--- config.mk ---
export PLATFORM = sky130hd
export DESIGN_NAME = fw_sync_fifo
export DESIGN_NICKNAME = d
export VERILOG_FILES = /design/src/rtl/primitives_pkg.sv /design/src/rtl/fw_fifo_pkg.sv /design/src/rtl/fw_fifo_mem.sv /design/src/rtl/fw_sync_fifo.sv
export SDC_FILE = /design/constraint.sdc
export NUM_CORES = 1
export LEC_CHECK = 0
export BUFFER_PORTS_ARGS = -buffer_cell sky130_fd_sc_hd__buf_2
export CAP_MARGIN = 20
export CORE_ASPECT_RATIO = 0.6
export CORE_MARGIN = 2
export CORE_UTILIZATION = 40
export DETAILED_ROUTE_END_ITERATION = 7
export SETUP_SLACK_MARGIN = 0.05
export SLEW_MARGIN = 20
export SYNTH_ARGS = -nofsm -noshare
export SYNTH_HDL_FRONTEND = slang
export SYNTH_HIERARCHICAL = 1
export SYNTH_SLANG_ARGS = --single-unit
--- constraint.sdc ---
create_clock -name i_clk -period 3.7 [get_ports i_clk]
set_clock_uncertainty 0.2 [all_clocks]
set_input_delay 0.555 -clock i_clk [delete_from_list [all_inputs] [get_ports i_clk]]
set_output_delay 0.555 -clock i_clk [all_outputs]
set_load 0.05 [all_outputs]
--- src/rtl/primitives_pkg.sv ---
// primitives_pkg: small generic helpers shared across blocks
// Contents:
//   is_pow2(v) - true when v is a positive power of two
package primitives_pkg;
    function automatic bit is_pow2(int v);
        return (v > 0) && ((v & (v - 1)) == 0);
    endfunction
endpackage

--- src/rtl/fw_fifo_pkg.sv ---
// fw_fifo_pkg: default constants and parameter legality check for fw_sync_fifo
// Contents:
//   FIFO_WIDTH_DEF, FIFO_DEPTH_DEF - default WIDTH / DEPTH
//   fifo_params_ok(width, depth, thresh) - legality of a parameter set
package fw_fifo_pkg;
    import primitives_pkg::*;

    localparam int FIFO_WIDTH_DEF = 8;
    localparam int FIFO_DEPTH_DEF = 16;

    function automatic bit fifo_params_ok(int width, int depth, int thresh);
        return (width >= 1) && (width <= 64) && (depth >= 2) && is_pow2(depth) &&
               (thresh >= 1) && (thresh <= depth);
    endfunction
endpackage

--- src/rtl/fw_fifo_mem.sv ---
// fw_fifo_mem: DEPTH x WIDTH storage, one synchronous write port, one asynchronous read port
// Ports:
//   i_clk   - write clock
//   i_we    - write enable
//   i_waddr - write index
//   i_wdata - write word
//   i_raddr - read index
//   o_rdata - word at i_raddr (combinational)
// The array is intentionally not reset.
module fw_fifo_mem #(
    parameter int WIDTH = 8,
    parameter int DEPTH = 16
) (
    input  logic                     i_clk,
    input  logic                     i_we,
    input  logic [$clog2(DEPTH)-1:0] i_waddr,
    input  logic [WIDTH-1:0]         i_wdata,
    input  logic [$clog2(DEPTH)-1:0] i_raddr,
    output logic [WIDTH-1:0]         o_rdata
);
    logic [WIDTH-1:0] mem [DEPTH];

    always_ff @(posedge i_clk)
        if (i_we) mem[i_waddr] <= i_wdata;

    assign o_rdata = mem[i_raddr];
endmodule

--- src/rtl/fw_sync_fifo.sv ---
// fw_sync_fifo: single-clock first-word fall-through FIFO with almost-full flag
// Ports:
//   i_clk, i_rst  - clock, asynchronous active-high reset
//   i_wr_valid, o_wr_ready, i_wr_data - write handshake
//   o_rd_valid, i_rd_ready, o_rd_data - read handshake (head word, zero when empty)
//   o_almost_full - level >= AFULL_THRESH
//   o_level       - occupancy 0..DEPTH, present only with FW_SYNC_FIFO_LEVEL_EN defined
module fw_sync_fifo
    import fw_fifo_pkg::*;
#(
    parameter int WIDTH        = FIFO_WIDTH_DEF,
    parameter int DEPTH        = FIFO_DEPTH_DEF,
    parameter int AFULL_THRESH = DEPTH - 2
) (
    input  logic             i_clk,
    input  logic             i_rst,
    input  logic             i_wr_valid,
    output logic             o_wr_ready,
    input  logic [WIDTH-1:0] i_wr_data,
    output logic             o_rd_valid,
    input  logic             i_rd_ready,
    output logic [WIDTH-1:0] o_rd_data,
    output logic             o_almost_full
`ifdef FW_SYNC_FIFO_LEVEL_EN
    ,
    output logic [$clog2(DEPTH):0] o_level
`endif
);
    localparam int AW = $clog2(DEPTH);
    localparam logic [AW:0] ONE    = (AW + 1)'(1);
    localparam logic [AW:0] THRESH = (AW + 1)'(AFULL_THRESH);

    if (!fifo_params_ok(WIDTH, DEPTH, AFULL_THRESH)) begin : g_bad_params
        $fatal(1, "fw_sync_fifo: illegal WIDTH/DEPTH/AFULL_THRESH");
    end

    logic [AW:0]      wr_ptr, rd_ptr, level;
    logic [WIDTH-1:0] mem_q;
    logic             full, empty, push, pop;

    // Equal indices mean empty when the wrap bits agree and full when they differ.
    assign empty = wr_ptr == rd_ptr;
    assign full  = (wr_ptr[AW-1:0] == rd_ptr[AW-1:0]) && (wr_ptr[AW] != rd_ptr[AW]);
    assign push  = i_wr_valid && !full;
    assign pop   = i_rd_ready && !empty;

    assign o_wr_ready    = !full;
    assign o_rd_valid    = !empty;
    assign o_rd_data     = empty ? '0 : mem_q;
    assign o_almost_full = level >= THRESH;

    always_ff @(posedge i_clk or posedge i_rst)
        if (i_rst) begin
            wr_ptr <= '0;
            rd_ptr <= '0;
            level  <= '0;
        end else begin
            if (push) wr_ptr <= wr_ptr + ONE;
            if (pop) rd_ptr <= rd_ptr + ONE;
            if (push != pop) level <= push ? level + ONE : level - ONE;
        end

`ifdef FW_SYNC_FIFO_LEVEL_EN
    assign o_level = level;
`endif

    fw_fifo_mem #(.WIDTH(WIDTH), .DEPTH(DEPTH)) u_mem (
        .i_clk  (i_clk),
        .i_we   (push),
        .i_waddr(wr_ptr[AW-1:0]),
        .i_wdata(i_wr_data),
        .i_raddr(rd_ptr[AW-1:0]),
        .o_rdata(mem_q)
    );
endmodule

==> flow_summary.ini, run 1 <==
[power]
switching_power_uw = 2200
p_leak_uw = 0.00240
power.share.sequential_pct = 35.9
cell_internal_pwr_uw = 3860
p_comb_share_pct = 35.7
p_sw_share_pct = 36.3
power_density_mw_per_mm2 = 874
peakVddDrop_v = 0.000459
power_uw = 6060
power_frac_clock_pct = 28.4

[placement]
numPortBuffers = 22
dp_cells = 529
dp_hpwl_um = 7800
gp_congestion = 0.771

[sta]
rsz0062_at_grt = false
setup_violations = 0
hold_viol = 0
tns_ns = 0
fmax_mhz = 309
slew_violations = 0
tightest_slew_ns = 0.784
relSlewSlack_pct = 47.6
fin_crit_ns = 3.23
post-route-period-util_pct = 87.3

[die]
rows = 34
start_util_pct = 40.9
core-area_mm2 = 0.0145
die_x_um = 161
ioPinCount = 23
dieArea_mm2 = 0.0158
dieHeight_um = 98.2

[worst_setup_path]
crit_start = rd_ptr[0]
endpoint = o_rd_data[0]
r2r-start = wr_ptr[1]
crit_arrival_ns = 2.48
reg2reg_slack_ns = 0.80
startpoint_type = register
rr_worst_depth = 10
path_class = register to primary output
r2r_end = level[4]
end_kind = primary output
required_ns = 2.94
cp_max_fo = 20

[synth]
yosys.area_share.simple_pct = 5.12
synth_compound_area_share_pct = 3.39
synth-xor-area-share_pct = 2.67
syn_area_mm2 = 0.00591
ys.flop_type = edfxtp_1
synth.area.top_cells = edfxtp_1, mux4_2, dfrtp_1
synth_warnings = 6
synth_top_cell_by_area = edfxtp_1
syn_area_per_cell_um2 = 19.8
synthAdderAreaFrac_pct = 1.40
synth_cell_types = 37
synthArstFlopShare_pct = 10.5
synthMuxAreaShare_pct = 14.4
synth_top_family_by_area = multiplexers
syn_inst = 299
synth_nets = 317
synth-seq-cells = 143
synth_top_cell_area_share_pct = 65.0
synth_commonest_cells = edfxtp_1, mux4_2, a22oi_1
yosysSeqAreaShare_pct = 71.4
synth-edff-count = 128
synth.most_common_cell = edfxtp_1

[clock_tree]
clock_sinks = 143
clkLatencyLatePin_ns = 0.41
postCtsSetupBuffers = 0
cts_tree = yes
clock_path_buffers = 2
clk_pin_slew_ns = 0.06
htreeDepth = 4
numCtsBuffers = 17
holdBufCountCts = 0
postCtsResizedCells = 0
root_buffer = clkbuf_16

[finish]
fillerInstances = 1236
drive_above_1_share_pct = 29.2
area_delta_synth_final_pct = 17.3
finalNonFillerCells = 561
nets = 368
antenna_cells = 0

[global_routing]
grt_overflow = 0
grt_pass1_vias = 3011
antenna_found_initial = 0
track_usage_pct = 16.5
grt_max_degree = 36
grt_pass1_wl_um = 18700

[worst_hold_path]
holdCritPathClass = input port to async pin

[route]
drtAntennaViolNets = 0
via_per_inst = 5.30
wl_per_cell_um = 21.5
finalWirelength_um = 12100
drt_first_pass_iters = 4
drc = 0
drtIter0Drc = 344
dr_total_vias = 2974

[run]
max-cap-violations = 0

[status]
status = finished clean
-- worst min path at each step --
stage,slack (ns),end,start
final,0.002,level[2],i_rst
after global routing,0.05,level[2],i_rst
after CTS,0.02,level[2],i_rst
after detailed placement,0.28,level[4],level[4]
after global placement,0.28,level[4],level[4]
after floorplan,0.25,level[4],level[4]
-- per-stage QoR --
stage | util, % | cell area, um^2 | worst slack (ns) | hold WS (ns)
after floorplan | - | 5910 | 0.530 | 0.247
after global placement | 43.8 | 6340 | 0.862 | 0.281
after detailed placement | 43.8 | 6340 | 0.817 | 0.279
after CTS | 47.9 | 6930 | 0.403 | 0.0200
after global routing | 47.9 | 6930 | 0.322 | 0.0539
final | 47.9 | 6930 | 0.468 | 0.00183
-- logic make-up (layout without fill, tap and decap cells) --
group / count (synthesis) / in the layout
buffers and inverters: 13 / 77
XOR/XNOR: 18 / 18
AO/OA/AOI/OAI: 24 / 24
multiplexers: 39 / 39
adder cells (fa/ha/maj): 6 / 6
flip-flops: 143 / 143
AND/OR/NAND/NOR: 56 / 56
-- routing by layer --
| layer | share of wire, % | track usage [%] |
|---|---|---|
| met5 | 0 | 0 |
| met4 | 0.72 | 5.56 |
| met3 | 8.8 | 4.76 |
| met2 | 43 | 22.6 |
| met1 | 47 | 25.1 |
-- power by group through the flow --
| stage | clock network, uW | logic (uW) | registers, uW |
|---|---|---|---|
| after floorplan | 0 | 1690 | 2170 |
| final | 1720 | 2170 | 2180 |
| after global routing | 1810 | 2330 | 2210 |
| after global placement | 0 | 2170 | 2200 |
| after detailed placement | 0 | 2190 | 2210 |
| after CTS | 1760 | 2200 | 2180 |
-- worst max-delay path, cell delays in order (launching register included) --
cell	delay (ns)
dfrtp_2	0.40
buf_4	0.38
mux4_1	0.67
a22oi_1	0.19
nand2_1	0.08
and2_1	0.13
buf_2	0.20
-- registers in the layout, indices dropped and copies added, names as in the netlist --
name,flops
u_mem/mem,128
rd_ptr,5
level,5
wr_ptr,5
-- area by class of cell --
cell class	count	area, um^2	share of cell area, %
repair buffers	43	268	3.86
clock buffers	17	425	6.13
multi-input cells	143	1590	23.0
flip-flops and latches	143	4220	60.9
clock inverters	15	173	2.49
inverters	2	7.51	0.108
well taps	198	248	3.57
-- cells in the final DEF (no fill, tap or decap), drive strengths merged, types with 8 or more instances in the layout --
cell type  Yosys  final
a22oi         16     16
and2          10     10
buf            7     43
clkbuf         1     17
dfrtp         15     15
edfxtp       128    128
inv            2     11
mux4          32     32
nand2         13     13
nor2          13     13
xnor2         10     10
xor2           8      8
No activity file was read; power rests on OpenSTA's default activity.
==> inputs of run 2 (changes only) <==
CORE_ASPECT_RATIO = 1.2   (was 0.6)
RECOVER_POWER = 100   (was not set)
==> flow_summary.ini, run 2 (synthesis gave the netlist of run 1 again) <==
[clock_tree]
postCtsResizedCells = 0
clock_sinks = 143
clock_path_buffers = 2
cts_tree = yes
clkLatencyLatePin_ns = 0.41
postCtsSetupBuffers = 0
holdBufCountCts = 0
htreeDepth = 4
clk_pin_slew_ns = 0.05
numCtsBuffers = 17
root_buffer = clkbuf_16

[placement]
dp_cells = 499
dp_hpwl_um = 7360
gp_congestion = 0.778
numPortBuffers = 22

[die]
ioPinCount = 23
dieArea_mm2 = 0.0158
die_x_um = 115
start_util_pct = 41.0
rows = 48
dieHeight_um = 137
core-area_mm2 = 0.0144

[worst_setup_path]
crit_path_top_delay_cell = mux4_1
cp_max_fo = 35
r2r_end = u_mem/mem[0][1]
cp_top_family = multiplexers
cp.buffers_inverters = 2
cp_cell_sequence = buf_6 > mux4_1 > a22oi_1 > nand2_1 > and2_1 > buf_2
end_kind = primary output
startpoint_type = register
reg2reg_slack_ns = 0.36
rr_worst_depth = 8
crit_arrival_ns = 2.69
required_ns = 2.94
cpPeakStageDelay_ns = 0.66
path_class = register to primary output
r2r-start = wr_ptr[0]

[sta]
relSlewSlack_pct = 42.9
setup_violations = 0
tightest_slew_ns = 0.854
rsz0062_at_grt = false
hold_viol = 2
worst_hold_slack_ns = -0.00256
post-route-period-util_pct = 93.2
slew_violations = 0
fmax_mhz = 290
tns_ns = 0
fin_crit_ns = 3.45

[power]
power_uw = 5990
peakVddDrop_v = 0.000658
p_leak_uw = 0.00227
power_density_mw_per_mm2 = 886

[finish]
layout_common_cells = edfxtp_1, clkbuf_1, mux4_2
largest_reg_flops = 128
finalNonFillerCells = 529
fillerInstances = 1232
register_area_mm2 = 0.00422
layout_commonest_cell = edfxtp_1
multi_input_area_mm2 = 0.00157
antenna_cells = 0
area_delta_synth_final_pct = 14.3
drive_above_1_share_pct = 17.5
nets = 361
largest-register = u_mem/mem

[global_routing]
grt_max_degree = 36
grt_pass1_wl_um = 18100
grt_pass1_vias = 3045
antenna_found_initial = 0
grt_overflow = 0
track_usage_pct = 16.3

[run]
max-cap-violations = 0

[route]
drc = 0
drtAntennaViolNets = 0
wl_per_cell_um = 22.2
finalWirelength_um = 11700
drtIter0Drc = 232
dr_total_vias = 2943
drt_first_pass_iters = 5
via_per_inst = 5.56

[worst_hold_path]
holdCritPathClass = input port to async pin

[status]
violations = negative hold slack
status = finished, violations left
-- run 2: cell count changes in the layout (fill, tap and decap cells not counted), moves of 2 or more --
cell,before,now
buf_2,22,5
buf_4,21,1
bufinv_16,2,4
clkbuf_1,0,27
clkbuf_2,0,5
clkinv_1,0,4
inv_6,6,0
inv_8,3,0
-- run 2: final cells by class --
cell class	instances	area share, %
Inverter	2	0.111
Sequential cell	143	62.5
Timing Repair Buffer	36	2.35
Clock inverter	10	2.15
Tap cell	175	3.24
Clock buffer	20	6.46
Multi-Input combinational cell	143	23.2
-- run 2: metal layers --
metal	wire length [um]	GRT usage [%]	part of all wire [%]	up-vias
met4	188	6.49	1.6	0
met3	818	4.34	7.0	15
met2	5890	25.8	50	98
met5	0	0	0	-
met1	4830	21.6	41	1522
li1	-	-	-	1308
-- run 2: where the power goes --
group | switching (uW) | leakage, uW | internal [uW]
Sequential | 167 | 0.00133 | 2010
Clock | 581 | 0.000284 | 1110
Combinational | 1330 | 0.000652 | 786
-- run 2: worst max-delay path by stage --
stage              start         endpoint  slack (ns)  cells after the start
6_report       rd_ptr[0]     o_rd_data[0]        0.25                      6
3_3_place_gp   wr_ptr[1]         level[4]        0.85                     10
4_1_cts        rd_ptr[0]     o_rd_data[0]        0.38                      6
5_1_grt        wr_ptr[0]  u_mem/mem[0][2]        0.17                      8
3_5_place_dp   wr_ptr[0]         level[4]        0.76                     10
2_1_floorplan  wr_ptr[0]  u_mem/mem[0][0]        0.53                      7
-- run 2: through the flow --
stage / setup WS, ns / util (%) / instance area [um^2] / hold WS, ns
2_1_floorplan: 0.530 / - / 5910 / 0.247
3_3_place_gp: 0.846 / 43.5 / 6270 / 0.275
3_5_place_dp: 0.759 / 43.5 / 6270 / 0.272
4_1_cts: 0.376 / 47.5 / 6850 / 0.0176
5_1_grt: 0.171 / 46.9 / 6760 / 0.0705
6_report: 0.253 / 46.9 / 6760 / -0.00256
